==> config.mk <==
export PLATFORM = sky130hd
export DESIGN_NAME = pika_pipe_ctrl
export DESIGN_NICKNAME = d
export VERILOG_FILES = /design/src/rtl/pika_pipe_ctrl.sv
export SDC_FILE = /design/constraint.sdc
export NUM_CORES = 1
export LEC_CHECK = 0
export ABC_AREA = 1
export CAP_MARGIN = 20
export CORE_MARGIN = 2
export CORE_UTILIZATION = 42
export DETAILED_ROUTE_END_ITERATION = 6
export PLACE_DENSITY = 0.78
export SETUP_SLACK_MARGIN = 0.1
export SLEW_MARGIN = 20
export SYNTH_ARGS = -nofsm -noshare
export SYNTH_HDL_FRONTEND = slang
export SYNTH_SLANG_ARGS = --single-unit
==> constraint.sdc <==
create_clock -name clk -period 1.5 [get_ports clk]
set_input_delay 0.15 -clock clk [delete_from_list [all_inputs] [get_ports clk]]
set_output_delay 0.15 -clock clk [all_outputs]
set_load 0.005 [all_outputs]
==> src/rtl/pika_pipe_ctrl.sv <==
// Pipeline sequencer for PikaRISC: PC, per-stage valids, stall/bubble/flush and EX forwarding select.
// Optional PIKA_PERF_CNT_EN adds retire_cnt/stall_cnt performance counters.
module pika_pipe_ctrl #(
  parameter int               XLEN         = 32,
  parameter int               RNUM_W       = 4,
  parameter logic [XLEN-1:0]  RESET_VECTOR = '0,
  parameter int               PC_STEP      = 4
) (
  input  logic              clk,
  input  logic              reset,
  output logic [XLEN-1:0]   imem_addr,
  output logic              imem_req,
  input  logic              imem_ready,
  input  logic [RNUM_W-1:0] id_rs_num,
  input  logic [RNUM_W-1:0] id_rt_num,
  input  logic              id_uses_rs,
  input  logic              id_uses_rt,
  input  logic [RNUM_W-1:0] ex_rd_num,
  input  logic              ex_rd_we,
  input  logic              ex_is_ld,
  input  logic              ex_taken,
  input  logic [XLEN-1:0]   ex_target,
  input  logic [RNUM_W-1:0] mem_rd_num,
  input  logic              mem_rd_we,
  input  logic              dmem_req,
  input  logic              dmem_ready,
  input  logic [RNUM_W-1:0] wb_rd_num,
  input  logic              wb_rd_we,
  output logic [4:0]        stage_valid,
  output logic [4:0]        stage_en,
  output logic              flush,
  output logic [1:0]        fwd_rs_sel,
  output logic [1:0]        fwd_rt_sel
`ifdef PIKA_PERF_CNT_EN
  ,
  output logic [31:0]       retire_cnt,
  output logic [31:0]       stall_cnt
`endif
);

  localparam int S_IF  = 0;
  localparam int S_ID  = 1;
  localparam int S_EX  = 2;
  localparam int S_MEM = 3;
  localparam int S_WB  = 4;
  localparam logic [XLEN-1:0] STEP = XLEN'(PC_STEP);

  logic [XLEN-1:0] pc_q, pc_d;
  logic [4:0]      vld_q, vld_d;
  logic            mem_ld_q, mem_ld_d;
  logic [4:0]      en;
  logic            dwait, ex_br, lu_hit, lu, iwait;
  logic            mem_fwd_ok, wb_fwd_ok;

  always_ff @(posedge clk or negedge reset) begin
    if (!reset) begin
      pc_q     <= RESET_VECTOR;
      vld_q    <= '0;
      mem_ld_q <= 1'b0;
    end else begin
      pc_q     <= pc_d;
      vld_q    <= vld_d;
      mem_ld_q <= mem_ld_d;
    end
  end

  // Hazard detection, highest priority first; lower causes are masked by higher ones.
  always_comb begin
    dwait  = vld_q[S_MEM] & dmem_req & ~dmem_ready;
    ex_br  = vld_q[S_EX] & ex_taken & ~dwait;
    lu_hit = (id_uses_rs & (ex_rd_num == id_rs_num)) |
             (id_uses_rt & (ex_rd_num == id_rt_num));
    lu     = vld_q[S_EX] & vld_q[S_ID] & ex_is_ld & ex_rd_we & lu_hit & ~dwait & ~ex_br;
    iwait  = ~imem_ready & ~dwait & ~ex_br & ~lu;
  end

  always_comb begin
    pc_d  = pc_q;
    vld_d = vld_q;
    en    = 5'b11111;
    if (dwait) begin
      en           = 5'b10000;
      vld_d[S_WB]  = 1'b0;
    end else if (ex_br) begin
      // Wrong-path instructions in IF and ID are dropped, and this cycle's fetch too.
      pc_d  = ex_target;
      vld_d = {vld_q[S_MEM], vld_q[S_EX], 3'b000};
    end else if (lu) begin
      en    = 5'b11100;
      vld_d = {vld_q[S_MEM], vld_q[S_EX], 1'b0, vld_q[S_ID], vld_q[S_IF]};
    end else if (iwait) begin
      en    = 5'b11110;
      vld_d = {vld_q[S_MEM], vld_q[S_EX], vld_q[S_ID], 1'b0, vld_q[S_IF]};
    end else begin
      pc_d  = pc_q + STEP;
      vld_d = {vld_q[3:0], 1'b1};
    end
    mem_ld_d = en[S_MEM] ? (ex_is_ld & vld_d[S_MEM]) : mem_ld_q;
  end

  // A load in MEM has no result until its data access completes.
  always_comb begin
    mem_fwd_ok = vld_q[S_MEM] & mem_rd_we & (~mem_ld_q | dmem_ready);
    wb_fwd_ok  = vld_q[S_WB] & wb_rd_we;
    fwd_rs_sel = 2'd0;
    fwd_rt_sel = 2'd0;
    if (id_uses_rs) begin
      if (mem_fwd_ok && mem_rd_num == id_rs_num)     fwd_rs_sel = 2'd1;
      else if (wb_fwd_ok && wb_rd_num == id_rs_num)  fwd_rs_sel = 2'd2;
    end
    if (id_uses_rt) begin
      if (mem_fwd_ok && mem_rd_num == id_rt_num)     fwd_rt_sel = 2'd1;
      else if (wb_fwd_ok && wb_rd_num == id_rt_num)  fwd_rt_sel = 2'd2;
    end
  end

  always_comb begin
    imem_addr   = pc_q;
    imem_req    = reset;
    stage_valid = vld_q;
    stage_en    = reset ? en : 5'b00000;
    flush       = reset & ex_br;
  end

`ifdef PIKA_PERF_CNT_EN
  logic [31:0] retire_cnt_q, retire_cnt_d;
  logic [31:0] stall_cnt_q, stall_cnt_d;

  always_ff @(posedge clk or negedge reset) begin
    if (!reset) begin
      retire_cnt_q <= '0;
      stall_cnt_q  <= '0;
    end else begin
      retire_cnt_q <= retire_cnt_d;
      stall_cnt_q  <= stall_cnt_d;
    end
  end

  always_comb begin
    retire_cnt_d = retire_cnt_q + {31'd0, vld_q[S_WB]};
    stall_cnt_d  = stall_cnt_q + {31'd0, (dwait | lu | iwait)};
    retire_cnt   = retire_cnt_q;
    stall_cnt    = stall_cnt_q;
  end
`endif

endmodule

== Word level (Yosys, flattened, before mapping) ==
Index checks and enable logic that the tools add are counted.

* Logic and storage cells: 68
* Output and inout bits: 48
* Register bits: 38
* Bits of input ports: 64

* Bitwise logic cells: 28
* Equal/unequal tests: 8
* Mux-type cells: 19
* Add/sub/neg operators: 1
* Reduce and logical (&&, ||, !) cells: 6

{| class="wikitable"
|+ Operator list
! operator !! number
|-
| 2-to-1 mux 32 bit || 3
|-
| adder 32 x 3 -> 32 bit, second input constant || 1
|-
| equality test 4 bit || 6
|-
| bitwise AND 1 bit || 20
|-
| 2-to-1 mux 2 bit || 9
|-
| 2-to-1 mux 4 bit || 2
|-
| 2-to-1 mux 3 bit || 2
|-
| inverter 1 bit || 6
|-
| 2-to-1 mux 5 bit || 1
|-
| logical AND 1 bit || 4
|-
| != test 2 bit, second input constant || 2
|-
| AND reduction 3 bit || 1
|-
| 2-to-1 mux 1 bit || 2
|-
| bitwise OR 1 bit || 2
|-
| AND reduction 2 bit || 1
|}

== Depth between registers and ports, before layout ==
Gate-level depths: netlist of the first run.

* Depth after elaboration: 13
* Depth in mapped cells: 12
* Depth with buffers taken out: 12

== Worst setup path before layout of the first run ==
OpenSTA, ideal clock, no wires.

* Kind: register to register
* Start point: register pc_q[2], in the netlist imem_addr[2]
* End point: register pc_q[28], in the netlist imem_addr[28]
* Data arrival time: 1.455 ns
* Cell stages (with the launch flop): 13
* Setup time: 0.116 ns
* Buffers on the path: 1
* Path slack: -0.071 ns
* Required time: 1.384 ns
* Period minus slack after synthesis: 1.571 ns
* Cell sequence: dfrtp_1 -> ha_1 -> nand2_2 -> nor2_4 -> and2_4 -> buf_6 -> nand2_1 -> nand2_1 -> nand2_1 -> nand2_1 -> nand2_1 -> nand2_1 -> nand2_1

* Longest elaborated chain between the ends: 4

{| class="wikitable"
|+ RTL lines
! what !! line !! source
|-
| from (decl) || 48 || <nowiki>logic [XLEN-1:0] pc_q, pc_d;</nowiki>
|-
| from (signal assigned) || 61 || <nowiki>pc_q <= pc_d;</nowiki>
|-
| adder 32 x 3 -> 32 bit || 95 || <nowiki>pc_d = pc_q + STEP;</nowiki>
|-
| 2-to-1 mux 32 bit || 91 || <nowiki>end else if (iwait) begin</nowiki>
|-
| 2-to-1 mux 32 bit || 88 || <nowiki>end else if (lu) begin</nowiki>
|-
| 2-to-1 mux 32 bit || 84 || <nowiki>end else if (ex_br) begin</nowiki>
|}

No other way between the ends. The select of a mux whose other input is x is not followed.
A chain may end at the register's enable or synchronous reset.

== Worst setup path in the final report of the first run ==
* Start point: register pc_q[7], in the netlist imem_addr[7]
* End point: register pc_q[10], in the netlist imem_addr[10]

Same word-level chain as after synthesis.

==> key figures, run 1 <==
Outcome
  • Status: finished with violations
  • Violated checks: setup timing

Yosys
  • Netlist Area Pre-Place: ~0.0032 mm²
  • Synthesized netlist net count: 589
  • Gate Count Post-Synth: 524
  • Top post-synthesis cells by area: nand2_1 32%, dfrtp_1 30%, nor2_1 7.1%, nand3_1 4.3%, inv_1 3.5%
  • Register area share after synthesis: 29.94%
  • Syn_area_per_cell: 6.060 µm²
  • Synth top area share: a little under a third
  • Seq cells post-synth: 38
  • Synth cell types: 34
  • Largest area contributor in the netlist: nand2_1
  • Syn. warnings: 0

Die
  • Die W: between 90 and 100 µm
  • Core Region: between 0.007 and 0.008 mm²
  • Die ar.: 0.008272 mm²
  • Initial Utilization: 43.55%
  • Rows: 31
  • # IOs: 112
  • Die H: 90.95 µm

STA
  • RSZ-0062 raised after global routing: yes
  • Setup ws final: -0.1556 ns
  • Slew @ Worst Pin: 0.2904 ns
  • Hold WS: 0.3844 ns
  • Tcrit/Tclk final: 110.4%
  • Final period demand of the worst path: roughly 1.7 ns
  • Final setup fails: 27
  • Achievable clock frequency: between 600 and 700 MHz
  • Count of pins over their slew limit: 0
  • Setup Skew: 0.003911 ns
  • Slew headroom: 80.51%
  • Hold Vio Cnt, Final: 0
  • Final setup TNS: -1.538 ns

Placement
  • DP Area: 0.004712 mm²
  • DP HPWL: just over 8000 µm
  • I/O Buffers: 111
  • Gpl congestion: 0.9147

Route
  • Drc violations: 0
  • WL final: 15800 µm
  • Via density: 5.600
  • Post-route antenna net violation count: 0
  • Pre-Repair DR Iteration Count: 7
  • Avg WL per Cell: 18.92 µm
  • Initial DRC count: 405
  • Routed vias: about 4700

Finish
  • Final core occ: 81.43%
  • Most common cell after layout, fill and taps aside: nand2_1
  • Ratio of cells with drive above 1 in the final layout: 37.23%
  • Layout Nets: around 800
  • Fin area: 0.005938 mm²
  • Most frequent cells in the layout: 215 x nand2_1, 69 x buf_4, 52 x clkdlybuf4s50_1
  • # diodes: 0
  • Synth-to-Final Area Change: 87.00%

Power and ir drop
  • Power Density: around 1500 mW/mm²
  • Power, Total: 8640 µW
  • Maximum vdd drop: 0.7943 mV
  • Leak: 0.002995 µW

Worst setup path
  • CP Launch Type: flop
  • CP max stage cell: dfrtp_1
  • CP peak stage delay: 0.42 ns
  • Worst Path Max Fanout: 4
  • Reg2reg start: imem_addr[7]
  • Crit path DAT: 1.84 ns
  • Crit Path Category: flop to flop
  • Crit end category: flop
  • Crit path top cell by count: nand2_1
  • Critical Path Source: imem_addr[7]
  • R2R Setup Slk: -0.16 ns
  • CP cell instances: buf_6 -> nand2_2 -> nor2_4 -> buf_4 -> nand2_2 -> inv_2 -> or2_4 -> nand3_2 -> nand2_1 -> nand2_1 -> nand2_1
  • Critical Path RT: 1.69 ns

Clock network
  • Clk slew on worst S/H paths: 0.08 ns
  • Root Buffer: clkbuf_8
  • CTS max path bufs: 2
  • TritonCTS clock tree: built
  • Num CTS Buffers: 5
  • Clk sinks: 38
  • Clk_lat worst skew: roughly 0.30 ns
  • H-tree depth: 2

Min path
  • Hold wc startpoint: ex_target[0]
  • Tightest Hold Check Type: primary input to flop

Flow run
  • Max-Cap Viols: 0

Global route
  • Initial antenna violation count: 0
  • First-pass GRT wire length: ~19000 µm
  • Number of global-route vias before repair: about 4100
  • GRT Total Usage: about 28%
  • Largest net degree at the start of global routing: 39
  • Grt ovf: 0
## cell usage after synthesis
cell type / number
a31o_2: 1
nor2_4: 4
and2_1: 1
xnor2_1: 8
buf_2: 7
nand3_1: 27
o2111ai_1: 1
buf_6: 5
nand4_1: 5
nor2_2: 4
nor3b_1: 2
o21ai_0: 6
nand3_4: 2
or2_2: 4
nand2_1: 267
nand2_4: 2
inv_2: 8
a2bb2oi_1: 1
mux2i_1: 2
xor2_1: 11
o21ai_1: 8
nor2_1: 60
inv_1: 30
nand3_2: 2
clkbuf_1: 1
nor3_1: 1
ha_1: 1
dfrtp_1: 38
a21oi_1: 4
and2_4: 1
nor4_1: 2
nand2_2: 2
buf_4: 3
nand3b_1: 3
## final cells by class
type	instances	area, µm²
repair buffers	220	2137
fillers	439	1354
well taps	99	123.9
inverters	38	157.7
clock buffers	7	76.32
multi-input cells	433	2480
flip-flops and latches	38	963.4
## critical path, delay by kind of cell, from the launching register on
family / cells / cell delay, ns
flops: 1 / 0.42
buf+inv: 3 / 0.35
simple gates: 8 / 0.76
## flip-flops by register name, summed over array words and instances, names as in the netlist
name         count
imem_addr       32
stage_valid      5
mem_ld_q         1
## cell families (layout without fill, tap and decap cells)
kind of cell	count (synthesis)	in the layout	share of synthesized area (%)
AOI/OAI and AO/OA	21	21	3.665
xor gates and xnor gates	19	19	5.240
adders and majority gates	1	1	0.3939
buffers and inverters	54	265	8.195
DFF	38	38	29.94
muxes	2	2	0.6304
and+or+nand+nor	389	390	51.93
## repair_timing
item | in CTS | in global routing
resized for setup | 159 | 126
buffers inserted | 32 | 16
setup endpoints to repair | 71 | 46
gates cloned | 1 | 9
hold buffers | 1 | 0
endpoints found under the hold margin | 38 | 0
pin swaps | 37 | 45
## metrics by stage
stage,setup WS [ns],cells
floorplan,-0.003280,524
global placement,-0.5009,770
detailed placement,-0.6447,770
CTS,-0.04790,811
global route,-0.2157,835
finish,-0.1556,835
## power by group
group          leakage, µW  internal (µW)  total (µW)  switching, µW
clock network    0.0000383            321         712            391
logic              0.00248           2990        5880           2890
registers         0.000476           1500        2050            551
total              0.00299           4810        8640           3830
## layer usage
metal	global-route usage (%)	routed length [µm]
met1	32.50	5599
met5	0	0
met2	51.11	7386
met4	11.24	1141
met3	5.477	1670
## worst paths after layout
check | endpoint | cells past startpoint
max | imem_addr[10] | 11
min | imem_addr[0] | 3
max reg2reg | imem_addr[10] | 11
min reg2reg | imem_addr[0] | 2
max in group asynchronous | imem_addr[6] | 3
min in group asynchronous | imem_addr[0] | 3
No activity file was read; power rests on OpenSTA's default activity.
==> run 2, diff against run 1 <==
--- a/config.mk
+++ b/config.mk
@@ -11,7 +11,9 @@
 export CORE_UTILIZATION = 42
 export DETAILED_ROUTE_END_ITERATION = 6
 export PLACE_DENSITY = 0.78
+export REMOVE_ABC_BUFFERS = 1
 export SETUP_SLACK_MARGIN = 0.1
+export SKIP_CTS_REPAIR_TIMING = 1
 export SLEW_MARGIN = 20
 export SYNTH_ARGS = -nofsm -noshare
 export SYNTH_HDL_FRONTEND = slang
==> key figures, run 2 (synthesized netlist as in run 1, its figures left out) <==
STA
  • Final period demand of the worst path: 1.621 ns (was 1.656 ns)
  • Slew @ Worst Pin: 0.3150 ns (was 0.2904 ns)
  • Setup ws final: -0.1207 ns (was -0.1556 ns)
  • Hold Vio Cnt, Final: 22 (was 0)
  • Achievable clock frequency: 617.0 MHz (was 604.0 MHz)
  • RSZ-0062 raised after global routing: yes (unchanged)
  • Slew headroom: 79.00% (was 80.51%)
  • Setup Skew: 0.009508 ns (was 0.003911 ns)
  • Count of pins over their slew limit: 0 (unchanged)
  • Final setup fails: 35 (was 27)
  • Tcrit/Tclk final: 108.0% (was 110.4%)
  • Hold WS: -0.04256 ns (was 0.3844 ns)

Clock network
  • Root Buffer: clkbuf_8 (unchanged)
  • Num CTS Buffers: 5 (unchanged)
  • CTS max path bufs: 2 (unchanged)
  • TritonCTS clock tree: built (unchanged)
  • Clk sinks: 38 (unchanged)
  • H-tree depth: 2 (unchanged)
  • Clk_lat worst skew: 0.30 ns (about the same)
  • Clk slew on worst S/H paths: 0.08 ns (about the same)

Route
  • WL final: 13980 µm (was 15800 µm)
  • Avg WL per Cell: 17.02 µm (was 18.92 µm)
  • Pre-Repair DR Iteration Count: 5 (was 7)
  • Drc violations: 0 (unchanged)
  • Initial DRC count: 264 (was 405)
  • Post-route antenna net violation count: 0 (unchanged)
  • Routed vias: 4379 (was 4676)
  • Via density: 5.334 (was 5.600)

Finish
  • Fin area: 0.005863 mm² (was 0.005938 mm²)
  • Layout Nets: 786 (was 801)
  • Largest register FFs: 32 (unchanged)
  • Filler Cell Count: 486 (was 439)
  • Multi-input logic area: 0.002350 mm² (was 0.002480 mm²)
  • # diodes: 0 (unchanged)
  • Ratio of cells with drive above 1 in the final layout: 34.63% (was 37.23%)
  • Register Area: 967.2 µm² (was 963.4 µm²)
  • Most frequent cells in the layout: 225 x nand2_1, 56 x clkdlybuf4s50_1, 56 x buf_4 (was 215 x nand2_1, 69 x buf_4, 52 x clkdlybuf4s50_1)
  • Synth-to-Final Area Change: 84.63% (was 87.00%)
  • Most common cell after layout, fill and taps aside: nand2_1 (unchanged)

Worst setup path
  • Critical Path RT: 1.35 ns (was 1.69 ns)
  • CP max stage cell: clkdlybuf4s50_1 (was dfrtp_1)
  • Crit end category: output port (was flop)
  • Crit Path Category: primary input to output port (was flop to flop)
  • CP peak stage delay: 0.48 ns (was 0.42 ns)
  • Worst R2R Path Depth: 12 (was 11)
  • Crit path DAT: 1.47 ns (was 1.84 ns)
  • Worst Path Max Fanout: 3 (was 4)
  • CP cell instances: clkdlybuf4s50_1 -> xnor2_1 -> nand3_1 -> nand2_2 -> nand2_4 -> nand3_4 -> nor2_2 -> clkbuf_2 (was buf_6 -> nand2_2 -> nor2_4 -> buf_4 -> nand2_2 -> inv_2 -> or2_4 -> nand3_2 -> nand2_1 -> nand2_1 -> nand2_1)
  • CP Launch Type: primary input (was flop)

Outcome
  • Status: finished with violations (unchanged)
  • Violated checks: hold timing, setup timing (was setup timing)

Global route
  • First-pass GRT wire length: 17220 µm (was 18990 µm)
  • GRT Total Usage: 25.30% (was 28.22%)
  • Largest net degree at the start of global routing: 39 (unchanged)
  • Number of global-route vias before repair: 3766 (was 4127)
  • Grt ovf: 0 (unchanged)
  • Initial antenna violation count: 0 (unchanged)

Die
  • Die ar.: 0.008272 mm² (unchanged)
  • Die W: 90.95 µm (unchanged)
  • Rows: 31 (unchanged)
  • Initial Utilization: 43.55% (unchanged)
  • # IOs: 112 (unchanged)
  • Die H: 90.95 µm (unchanged)
  • Core Region: 0.007292 mm² (unchanged)

Placement
  • I/O Buffers: 111 (unchanged)
  • DP Area: 0.004716 mm² (was 0.004712 mm²)
  • Post-Place Worst Slack: -0.5727 ns (was -0.6447 ns)
  • DP HPWL: 8275 µm (was 8142 µm)
  • Gpl congestion: 0.9025 (was 0.9147)

Power and ir drop
  • Leak: 0.003251 µW (was 0.002995 µW)
  • Power Density: 1409 mW/mm² (was 1455 mW/mm²)
  • Maximum vdd drop: 0.9550 mV (was 0.7943 mV)

Min path
  • Tightest Hold Check Type: primary input to async pin (was primary input to flop)

Flow run
  • Max-Cap Viols: 0 (unchanged)
[run 2: power breakdown]
part	total [µW]	internal, µW	switching [µW]
logic	5260	2800	2460
registers	2100	1510	595
clock network	900	490	410
total	8260	4800	3460
[run 2: area by class of cell]
cell class	instances	area share, %
Inverter	38	2.561
Clock buffer	5	1.174
Timing Repair Buffer	205	36.90
Sequential cell	38	16.50
Multi-Input combinational cell	433	40.08
Clock inverter	3	0.6829
Tap cell	99	2.113
[run 2: per-layer routing]
metal  up-vias  global-route usage [%]  share of wire (%)
li1       2005                       -                  -
met1      2067                   30.72                 38
met2       249                   46.42                 50
met3        58                   3.983                8.2
met4         0                   6.439                3.8
met5         -                       0                  0
[run 2: critical path, delay by kind of cell]
kind	cells	cell delay [ns]
xor gates and xnor gates	1	0.24
and+or+nand+nor	5	0.49
buffers and inverters	2	0.60
[run 2: metrics by stage]
step                cells  setup TNS, ns  total power, µW  utilization [%]  hold slack [ns]
floorplan             508         -11.74             3542                -          -0.1456
global placement      775         -17.93             5744            64.67           0.2720
detailed placement    775         -21.48             5863            64.67           0.2703
CTS                   783         -11.15             6776            66.16         -0.04849
global route          821         -4.133             8727            80.40       -0.0002446
finish                821         -1.521             8261            80.40         -0.04256
[run 2: worst paths after layout]
check	slack, ns	start	endpoint
max	-0.12	ex_rd_num[2]	stage_en[0]
min	-0.04	reset	imem_addr[26]
max reg2reg	-0.09	imem_addr[3]	imem_addr[30]
min reg2reg	0.51	imem_addr[0]	imem_addr[0]
max in group asynchronous	0.79	reset	stage_valid[2]
min in group clk	0.40	ex_target[0]	imem_addr[0]
==> run 3, diff against run 2 <==
--- a/config.mk
+++ b/config.mk
@@ -9,6 +9,7 @@
 export CAP_MARGIN = 20
 export CORE_MARGIN = 2
 export CORE_UTILIZATION = 42
+export CTS_CLUSTER_DIAMETER = 150
 export DETAILED_ROUTE_END_ITERATION = 6
 export PLACE_DENSITY = 0.78
 export REMOVE_ABC_BUFFERS = 1
==> constraint.sdc (replaced) <==
create_clock -name clk -period 1.5 [get_ports clk]
set_input_delay 0.15 -clock clk [delete_from_list [all_inputs] [get_ports clk]]
set_output_delay 0.15 -clock clk [all_outputs]
set_load 0.01 [all_outputs]
==> key figures, run 3 (synthesized netlist as in run 1, its figures left out) <==
Outcome
  • Status: finished with violations (unchanged)
  • Violated checks: hold timing, setup timing (unchanged)

Finish
  • Most common cell after layout, fill and taps aside: nand2_1 (unchanged)
  • Ratio of cells with drive above 1 in the final layout: 28.95% (was 34.63%)
  • Filler Cell Count: 551 (was 486)
  • Layout Nets: 779 (was 786)
  • # diodes: 0 (unchanged)
  • Largest register FFs: 32 (unchanged)
  • Most frequent cells in the layout: 244 x nand2_1, 70 x buf_4, 50 x clkdlybuf4s50_1, 50 x dlymetal6s2s_1, 39 x nor2_1 (was 225 x nand2_1, 56 x clkdlybuf4s50_1, 56 x buf_4)
  • Synth-to-Final Area Change: 76.40% (was 84.63%)

Placement
  • Gpl congestion: 0.8832 (was 0.9025)
  • DP HPWL: 7972 µm (was 8275 µm)
  • I/O Buffers: 111 (unchanged)

Route
  • Via density: 5.111 (was 5.334)
  • Avg WL per Cell: 15.40 µm (was 17.02 µm)
  • Initial DRC count: 292 (was 264)
  • Post-route antenna net violation count: 0 (unchanged)
  • WL final: 12540 µm (was 13980 µm)
  • Pre-Repair DR Iteration Count: 5 (unchanged)
  • Drc violations: 0 (unchanged)
  • Routed vias: 4160 (was 4379)

Clock network
  • TritonCTS clock tree: built (unchanged)
  • H-tree depth: 2 (unchanged)
  • Clk sinks: 38 (unchanged)
  • Clk slew on worst S/H paths: 0.08 ns (about the same)
  • Num CTS Buffers: 5 (unchanged)
  • Clk_lat worst skew: 0.30 ns (about the same)
  • Root Buffer: clkbuf_8 (unchanged)
  • CTS max path bufs: 2 (unchanged)

Power and ir drop
  • Maximum vdd drop: 0.8171 mV (was 0.9550 mV)
  • Power Density: 1417 mW/mm² (was 1409 mW/mm²)
  • Leak: 0.003230 µW (was 0.003251 µW)
  • Power, Total: 7936 µW (was 8261 µW)

Worst setup path
  • Worst Path Max Fanout: 3 (unchanged)
  • Reg2reg start: stage_valid[3] (was imem_addr[3])
  • Critical Path RT: 1.35 ns (about the same)
  • CP Launch Type: flop (was primary input)
  • Crit path DAT: 1.46 ns (was 1.47 ns)
  • Crit end category: output port (unchanged)
  • R2R Setup Slk: -0.09 ns (about the same)
  • R2R Path End: imem_addr[24] (was imem_addr[30])
  • Crit Path Category: flop to output port (was primary input to output port)
  • Worst R2R Path Depth: 11 (was 12)

Die
  • Initial Utilization: 43.55% (unchanged)
  • Die W: 90.95 µm (unchanged)
  • Die H: 90.95 µm (unchanged)
  • Die ar.: 0.008272 mm² (unchanged)
  • # IOs: 112 (unchanged)
  • Core Region: 0.007292 mm² (unchanged)
  • Rows: 31 (unchanged)

Global route
  • GRT Max-Usage Layer: met2 (unchanged)
  • First-pass GRT wire length: 17280 µm (was 17220 µm)
  • GR Util met3: 3.402% (was 3.983%)
  • Initial antenna violation count: 0 (unchanged)
  • Number of global-route vias before repair: 3721 (was 3766)
  • GR Layer Usage met1: 32.45% (was 30.72%)
  • Largest net degree at the start of global routing: 39 (unchanged)
  • GR Util met2: 45.12% (was 46.42%)
  • GRT Total Usage: 25.36% (was 25.30%)
  • Grt ovf: 0 (unchanged)

STA
  • Setup ws final: -0.1079 ns (was -0.1207 ns)
  • Tcrit/Tclk final: 107.2% (was 108.0%)
  • Hold WS: -0.02393 ns (was -0.04256 ns)
  • Final setup fails: 24 (was 35)
  • Achievable clock frequency: 621.9 MHz (was 617.0 MHz)
  • Slew @ Worst Pin: 0.3307 ns (was 0.3150 ns)
  • Setup Skew: 0.006787 ns (was 0.009508 ns)
  • Final period demand of the worst path: 1.608 ns (was 1.621 ns)
  • Hold Vio Cnt, Final: 20 (was 22)
  • Slew headroom: 77.91% (was 79.00%)
  • Count of pins over their slew limit: 0 (unchanged)
  • RSZ-0062 raised after global routing: yes (unchanged)

Flow run
  • Max-Cap Viols: 0 (unchanged)

Min path
  • Tightest Hold Check Type: primary input to async pin (unchanged)
## run 3: power by group
part	leakage [µW]	internal, µW	switching [µW]
sequential	0.000480	1490	507
clock	0.0000579	491	416
combinational	0.00269	2580	2440
total	0.00323	4570	3370
## run 3: layout make-up
class	instances	area (µm²)	share of cell area [%]
Tap cell	99	123.9	2.211
Timing Repair Buffer	198	2018	36.03
Multi-Input combinational cell	433	2233	39.87
Sequential cell	38	959.7	17.13
Clock buffer	5	68.82	1.229
Clock inverter	3	40.04	0.7148
Inverter	38	157.7	2.814
## run 3: through the flow
stage | cells | worst slack (ns) | area (µm²) | utilization (%) | setup TNS [ns]
floorplan | 508 | -0.4720 | 3058 | - | -12.87
detailed placement | 774 | -0.6145 | 4721 | 64.74 | -21.32
global placement | 774 | -0.5449 | 4721 | 64.74 | -19.50
global route | 814 | -0.1753 | 5602 | 76.82 | -3.525
CTS | 782 | -0.6149 | 4830 | 66.23 | -12.13
finish | 814 | -0.1079 | 5602 | 76.82 | -1.331
## run 3: worst max path at each step
stage	from	endpoint	slack [ns]	cells past startpoint
floorplan	stage_valid[3]	stage_en[0]	-0.47	5
global placement	id_rs_num[0]	fwd_rs_sel[0]	-0.54	6
detailed placement	id_rs_num[0]	fwd_rs_sel[0]	-0.61	6
CTS	id_rs_num[0]	fwd_rs_sel[0]	-0.61	6
global route	imem_addr[6]	imem_addr[29]	-0.18	11
finish	stage_valid[3]	fwd_rt_sel[1]	-0.11	5
## run 3: layer usage
| metal | up-vias | part of all wire (%) | routed length (µm) |
|---|---|---|---|
| li1 | 1996 | - | - |
| met1 | 1948 | 40 | 5033 |
| met2 | 184 | 52 | 6465 |
| met3 | 32 | 5.6 | 707 |
| met4 | 0 | 2.6 | 331 |
| met5 | - | 0 | 0 |
## run 3: critical path, stage by stage (launching register included)
cell	delay, ns
dfrtp_2	0.45
buf_6	0.13
nand3_4	0.10
nor2_2	0.04
nor4_1	0.25
buf_2	0.19
